## src/rtl/register_file_mp.sv

```systemverilog
// ---------------------------------------------------------------------------
// register_file_mp
//
// Multi-port register file with a per-register scoreboard ("busy" bits).
// Two write ports (A and B), two registered read ports and one reservation
// port. A reservation marks a register as pending until a later write
// delivers its value; reads of a pending register come back with rvalid low.
//
// Parameters
//   DATA_W   : register width in bits
//   ADDR_W   : address width; the file holds 2**ADDR_W registers
//   ZERO_REG : when 1, register 0 is hardwired to zero and never pending
//
// Ports
//   clk               : single clock, all state changes on its rising edge
//   rst               : synchronous, active-low reset
//   we_a / we_b       : write enables for ports A and B
//   waddr_a / waddr_b : write addresses
//   wdata_a / wdata_b : write data
//   raddr_1 / raddr_2 : read addresses, sampled at the clock edge
//   rdata_1 / rdata_2 : registered read data (one-cycle latency)
//   rvalid_1/rvalid_2 : high when the returned register is not pending
//   rsv_en / rsv_addr : reservation request and target register
//   busy              : per-register pending bits, bit i for register i
//
// Read-side qualifier: rdata_n is always driven with the register's current
// contents; rvalid_n says whether those contents are final (register not
// pending). There is no back-pressure, so no ready signal exists: a read is
// accepted every cycle and answered on the next cycle.
// ---------------------------------------------------------------------------
module register_file_mp #(
    parameter int DATA_W   = 16,
    parameter int ADDR_W   = 4,
    parameter int ZERO_REG = 0
) (
    input  logic                     clk,
    input  logic                     rst,
    input  logic                     we_a,
    input  logic                     we_b,
    input  logic [ADDR_W-1:0]        waddr_a,
    input  logic [ADDR_W-1:0]        waddr_b,
    input  logic [DATA_W-1:0]        wdata_a,
    input  logic [DATA_W-1:0]        wdata_b,
    input  logic [ADDR_W-1:0]        raddr_1,
    input  logic [ADDR_W-1:0]        raddr_2,
    output logic [DATA_W-1:0]        rdata_1,
    output logic [DATA_W-1:0]        rdata_2,
    output logic                     rvalid_1,
    output logic                     rvalid_2,
    input  logic                     rsv_en,
    input  logic [ADDR_W-1:0]        rsv_addr,
    output logic [(2**ADDR_W)-1:0]   busy
);

    localparam int DEPTH   = 2**ADDR_W;
    localparam bit ZERO_EN = (ZERO_REG != 0);

    logic [DATA_W-1:0] regs     [DEPTH];
    logic [DATA_W-1:0] regs_nxt [DEPTH];
    logic [DEPTH-1:0]  busy_nxt;
    logic [DEPTH-1:0]  hit_a;
    logic [DEPTH-1:0]  hit_b;
    logic [DEPTH-1:0]  hit_rsv;

    // Per-register decode of the three update sources.
    always_comb begin
        hit_a   = '0;
        hit_b   = '0;
        hit_rsv = '0;
        for (int i = 0; i < DEPTH; i++) begin
            hit_a[i]   = we_a   && (waddr_a  == ADDR_W'(i));
            hit_b[i]   = we_b   && (waddr_b  == ADDR_W'(i));
            hit_rsv[i] = rsv_en && (rsv_addr == ADDR_W'(i));
        end
    end

    // Next-state of the array and the scoreboard. The read ports sample
    // these next-state values, which makes reads write-first and lets rvalid
    // reflect a reservation or write landing on the same edge.
    always_comb begin
        regs_nxt = regs;
        busy_nxt = busy;
        for (int i = 0; i < DEPTH; i++) begin
            if (ZERO_EN && (i == 0)) begin
                // Hardwired zero register: never written, never pending,
                // so even the write-first bypass returns zero.
                regs_nxt[i] = '0;
                busy_nxt[i] = 1'b0;
            end else begin
                // Port B has priority on an address collision.
                if (hit_b[i]) begin
                    regs_nxt[i] = wdata_b;
                end else if (hit_a[i]) begin
                    regs_nxt[i] = wdata_a;
                end
                // A new reservation beats a write retiring the old producer.
                if (hit_rsv[i]) begin
                    busy_nxt[i] = 1'b1;
                end else if (hit_a[i] || hit_b[i]) begin
                    busy_nxt[i] = 1'b0;
                end
            end
        end
    end

    always_ff @(posedge clk) begin
        if (!rst) begin
            for (int i = 0; i < DEPTH; i++) begin
                regs[i] <= '0;
            end
            busy     <= '0;
            rdata_1  <= '0;
            rdata_2  <= '0;
            rvalid_1 <= 1'b1;
            rvalid_2 <= 1'b1;
        end else begin
            for (int i = 0; i < DEPTH; i++) begin
                regs[i] <= regs_nxt[i];
            end
            busy     <= busy_nxt;
            rdata_1  <= regs_nxt[raddr_1];
            rdata_2  <= regs_nxt[raddr_2];
            rvalid_1 <= ~busy_nxt[raddr_1];
            rvalid_2 <= ~busy_nxt[raddr_2];
        end
    end

endmodule

```

## config.mk

```make
export PLATFORM = sky130hd
export DESIGN_NAME = register_file_mp
export DESIGN_NICKNAME = d
export VERILOG_FILES = /design/src/rtl/register_file_mp.sv
export SDC_FILE = /design/constraint.sdc
export NUM_CORES = 1
export LEC_CHECK = 0
export ABC_AREA = 1
export CAP_MARGIN = 20
export CELL_PAD_IN_SITES_DETAIL_PLACEMENT = 1
export CELL_PAD_IN_SITES_GLOBAL_PLACEMENT = 1
export CORE_UTILIZATION = 39
export DETAILED_ROUTE_END_ITERATION = 7
export PLACE_DENSITY = 0.82
export SKIP_CTS_REPAIR_TIMING = 1
export SYNTH_ARGS = -nofsm -noshare
export SYNTH_HDL_FRONTEND = slang
export SYNTH_SLANG_ARGS = --single-unit
export TNS_END_PERCENT = 100
```

## constraint.sdc

```tcl
create_clock -name clk -period 1.74 [get_ports clk]
set_input_delay 0.261 -clock clk [delete_from_list [all_inputs] [get_ports clk]]
set_output_delay 0.261 -clock clk [all_outputs]
set_load 0.02 [all_outputs]
```

==> run summary, run 1 <==
Worst-skew pair later-pin latency -> 0.60 ns
Yosys top cell area share -> 34.8%
Distinct cell type count of the synthesized netlist -> 22
Via count of the first global-routing pass -> 31,000
Number of endpoints with negative hold slack in the final report -> 0
Routed WL per cell -> 29.7 um
# H-tree levels -> 2
Worst Path Class, Setup -> in2reg
Worst slew margin -> 61.7%
Total of warnings raised by yosys -> 0
Final standard cell area without fillers -> 0.0291 sq mm
Post-layout instance count excluding filler cells -> 4,595
Number of nets with antenna violations after routing -> 0
Result of the run -> finished, violations left
Total routing usage reported by global routing -> 47.9%
Area of the mapped netlist -> 0.0200 sq mm
Synthesized area per cell -> 5.97 sq um
Largest net degree at the start of global routing -> 58
Final HPWL DP -> 83,900 um
Cells after DPL -> 4,508
Fill count -> 6,613
Standby leakage power -> 13.9 nW
Vertical die dimension -> 229 um
Global-route congestion overflow total -> 0
Kind of start point of the critical path -> input port
Number of maximum-capacitance constraint violations -> 0
Final critical delay including setup and external delays -> 2.22 ns
Setup repair after global routing missed its margin -> yes
Global-route track usage on met3 -> 12.4%
Post-synth top flop -> sky130_fd_sc_hd__dfxtp_1
Area growth, synth to finish -> 45.3%
Fmax achieved -> 0.451 GHz
Arrival time at the worst endpoint -> 2.74 ns
Class of the worst hold path -> in2reg
Reg2reg path depth -> 7
Root Buffer -> sky130_fd_sc_hd__clkbuf_16
Worst-case clock buffer depth -> 3
Number of stages on the worst hold path -> 5
Number of vias after detailed routing -> 30,700
Final Worst Setup Slack -> -0.479 ns
Worst Setup End Kind -> flip-flop
Sum of routed wire length over all layers -> 137,000 um
Count of pins on the block boundary -> 107
Maximum fanout along the worst path -> 8
Violated checks -> design-rule violations, negative setup slack
Portion of the post-synthesis area used by sequential elements -> 30.6%
Total iterations of the first detailed-routing run -> 8
Data required time at the worst endpoint -> 2.26 ns
Fraction of registers with async set or reset after synthesis -> 0%
Worst reg2reg startpoint -> busy[0]$_SDFF_PN0_
Wire length of the first global-routing pass -> 190,000 um
Worst clock skew -> 0.0225 ns
Initial antenna violation count -> 14
Total clock sinks -> 306
Met2 Track Usage GR -> 74.2%
Fin. max-slew vios -> 0
Power Density -> 727 mW/mm^2
Number of diodes added for antenna fixing -> 0
Cell count after synthesis -> 3,356
Buffers on Ports -> 106
Hold path startpoint -> raddr_1[2]
Number of enable-type register cells in the synthesized netlist -> 0
Final Cycle Share -> 128%
Post-synthesis sequential element count -> 306
Worst slack after detailed placement -> -1.26 ns
Most frequent cell after synthesis -> sky130_fd_sc_hd__nand3_1
TritonCTS clock tree -> done
CORE AREA -> 0.0504 sq mm
GR met1 Demand/Resource -> 55.3%
Startpoint of the worst setup timing path -> waddr_a[2]
Initial detailed-routing violation count -> 4,426
Post-placement cell area -> 0.0272 sq mm
Worst-path clk slew -> 0.06 ns
Die X-Extent -> 229 um
Biggest area consumer among synthesized cells -> sky130_fd_sc_hd__nand3_1
Area enclosed by the die boundary -> 0.0523 sq mm
Highest ir drop seen on vdd -> 0.000676 V
Cell types with the highest counts after synthesis -> sky130_fd_sc_hd__nand3_1, sky130_fd_sc_hd__nand2_1, sky130_fd_sc_hd__dfxtp_1
Count of unresolved DRC violations after routing -> 2
Post-Synthesis Net Count -> 3,413
Post-route worst hold slack -> 0.330 ns
Final number of setup-violating endpoints -> 32
NumNets Final -> 3,955
Starting Density -> 39.8%
Total number of placement rows -> 82
Number of clock buffers inserted by TritonCTS -> 41
Slew at the pin with the worst max-slew slack -> 0.574 ns
Ranking of synthesized cells by area -> sky130_fd_sc_hd__nand3_1, sky130_fd_sc_hd__dfxtp_1, sky130_fd_sc_hd__nand2_1
Routability cong. -> 0.989
Via-per-instance ratio -> 6.68
Share of layout cells above drive strength 1 -> 21.3%
Most heavily used metal layer in global routing -> met2
worst max-delay path, stage by stage:
cell and delay, ns:
sky130_fd_sc_hd__clkbuf_2 0.21, sky130_fd_sc_hd__inv_1 0.15, sky130_fd_sc_hd__nor2_4 0.31, sky130_fd_sc_hd__buf_12 0.16
sky130_fd_sc_hd__nand2_2 0.08, sky130_fd_sc_hd__buf_4 0.22, sky130_fd_sc_hd__nand2_1 0.11, sky130_fd_sc_hd__nand3_1 0.18
sky130_fd_sc_hd__nand3_1 0.13, sky130_fd_sc_hd__nand3_1 0.09, sky130_fd_sc_hd__nand3_1 0.42, sky130_fd_sc_hd__nand3_1 0.20
sky130_fd_sc_hd__a21oi_1 0.20
layer usage:
| layer | part of all wire (%) | wire length, um | vias to the layer above |
|---|---|---|---|
| met5 | 0.061 | 83 | - |
| met4 | 9.9 | 13500 | 14 |
| met3 | 14 | 18500 | 1008 |
| met2 | 43 | 58400 | 2719 |
| met1 | 34 | 46000 | 14500 |
| li1 | - | - | 12400 |
power breakdown:
part,switching (mW),internal [mW]
combinational,3.32,1.86
clock,3.67,4.87
sequential,0.161,7.27
area by class of cell:
class	count	area [sq um]	share of cell area, %
clock buffer	63	1170	4.02
clock inverter	5	75.1	0.258
inverter	312	1190	4.08
multi-input combinational	2456	11900	40.8
sequential	306	6130	21.1
tap	672	841	2.89
timing repair buffer	781	7830	26.9
sequential cells by signal, summed over array words and instances (netlist names):
register  flops
busy         16
rdata_1      16
rdata_2      16
regs        256
rvalid_1      1
rvalid_2      1
through the flow:
step                total power, mW  TNS [ns]  util (%)
floorplan                      9.73         0         -
global placement               12.1   -137.31      54.1
detailed placement             12.2   -162.32      54.1
CTS                            20.5    -23.62      56.5
global route                   21.5     -5.27      57.8
finish                         21.2     -5.24      57.8
layout by cell type, fill, tap and decap left out, drive strengths merged, types with 9 or more instances in the layout:
cell type	count
nand2	673
buf	681
clkinv	9
clkbuf	71
dlymetal6s2s	52
nand3	1399
o21ai	12
nand4	16
nor2	41
inv	306
a21oi	296
o21bai	16
clkdlybuf4s50	40
dfxtp	306
cells by family after synthesis:
logic type,synth area share (%)
AOI/OAI and AO/OA,8.41
buffers and inverters,11.6
DFF,30.6
and+or+nand+nor,49.4
final timing paths:
check | endpoint | slack, ns
max reg2reg | rvalid_1$_SDFF_PN1_ | -0.16
max | rdata_1[5]$_SDFF_PN0_ | -0.48
min | rvalid_1$_SDFF_PN1_ | 0.33
min reg2reg | regs[111]$_SDFF_PN0_ | 0.60
(Power assumes the default switching activity.)
==> inputs of run 2 (changes only) <==
--- a/config.mk
+++ b/config.mk
@@ -5,11 +5,10 @@
 export SDC_FILE = /design/constraint.sdc
 export NUM_CORES = 1
 export LEC_CHECK = 0
-export ABC_AREA = 1
 export CAP_MARGIN = 20
 export CELL_PAD_IN_SITES_DETAIL_PLACEMENT = 1
 export CELL_PAD_IN_SITES_GLOBAL_PLACEMENT = 1
-export CORE_UTILIZATION = 39
+export CORE_UTILIZATION = 41
 export DETAILED_ROUTE_END_ITERATION = 7
 export PLACE_DENSITY = 0.82
 export SKIP_CTS_REPAIR_TIMING = 1
==> run summary, run 2 <==
Result of the run -> aborted with a tool error
Cell count after synthesis -> 2,421
Distinct cell type count of the synthesized netlist -> 75
Synthesized area per cell -> 7.51 sq um
Total routing usage reported by global routing -> 82.3%
Largest net degree at the start of global routing -> 78
Cell types with the highest counts after synthesis -> sky130_fd_sc_hd__dfxtp_1, sky130_fd_sc_hd__nor2_1, sky130_fd_sc_hd__and2_1
Post-Synthesis Net Count -> 2,478
Starting Density -> 41.9%
Number of clock buffers inserted by TritonCTS -> 38
Buffers on Ports -> 106
Ranking of synthesized cells by area -> sky130_fd_sc_hd__dfxtp_1, sky130_fd_sc_hd__and2_1, sky130_fd_sc_hd__o21ai_0
Synth Area in Compound Gates -> 27.9%
Count of pins on the block boundary -> 107
Stage where the flow stopped -> 5_1_grt
Wire length of the first global-routing pass -> 271,000 um
Most frequent cell after synthesis -> sky130_fd_sc_hd__dfxtp_1
# H-tree levels -> 2
Adder-Cell Fraction of Synth Area -> 0%
Global-route congestion overflow total -> 322
Final HPWL DP -> 105,000 um
Portion of the post-synthesis area used by sequential elements -> 33.7%
Biggest area consumer among synthesized cells -> sky130_fd_sc_hd__dfxtp_1
Cells after DPL -> 3,638
Tool error -> [ERROR GRT-0116] Global routing finished with congestion. Check the congestion regions in the DRC Viewer.
Vertical die dimension -> 213 um
Root Buffer -> sky130_fd_sc_hd__clkbuf_16
Multiplexer fraction of the synthesized cell area -> 5.68%
Worst-case clock buffer depth -> 3
Total clock sinks -> 306
Routability cong. -> 1.22
Total number of placement rows -> 76
Post-synthesis sequential element count -> 306
Die X-Extent -> 213 um
Via count of the first global-routing pass -> 34,900
Area of the mapped netlist -> 0.0182 sq mm
Main combinational cell family by area after synthesis -> compound AO/OA/AOI/OAI gates
Fraction of registers with async set or reset after synthesis -> 0%
Total of warnings raised by yosys -> 0
Yosys top cell area share -> 33.7%
Number of enable-type register cells in the synthesized netlist -> 0
Post-synthesis xor/xnor area fraction -> 0%
Synthesized-area fraction occupied by and/or/nand/nor cells -> 26.5%
Post-synth top flop -> sky130_fd_sc_hd__dfxtp_1
-- run 2: changes by cell type after synthesis, moves of 34 or more --
cell	previous run	this run
sky130_fd_sc_hd__a21oi_1	296	102
sky130_fd_sc_hd__a221oi_1	0	42
sky130_fd_sc_hd__a31oi_1	0	84
sky130_fd_sc_hd__a32oi_1	0	34
sky130_fd_sc_hd__and2_1	0	230
sky130_fd_sc_hd__inv_1	294	5
sky130_fd_sc_hd__mux2i_1	0	93
sky130_fd_sc_hd__nand2_1	662	130
sky130_fd_sc_hd__nand3_1	1391	81
sky130_fd_sc_hd__nor2_1	28	283
sky130_fd_sc_hd__nor3_1	0	108
sky130_fd_sc_hd__o21ai_0	11	225
sky130_fd_sc_hd__o22ai_1	0	116
-- run 2: routing by layer --
layer	track usage, %	overflow
met5	53.3	3
met1	82.1	12
met4	80.7	120
met3	72.6	18
met2	93.5	169
-- run 2: through the flow --
step | setup TNS (ns) | util, % | hold slack (ns) | setup slack, ns | area, sq um
after CTS | -97.96 | 63.6 | -0.0293 | -1.16 | 27600
after detailed placement | -241.15 | 60.4 | 0.551 | -1.65 | 26200
after global placement | -197.12 | 60.4 | 0.538 | -1.39 | 26200
after floorplan | -6.37 | - | 0.426 | -0.287 | 18900
-- run 2: kinds of logic after synthesis --
family,count (synthesis)
AO/OA/AOI/OAI,782
buffers and inverters,274
flip-flops,306
multiplexers,102
AND/OR/NAND/NOR,957
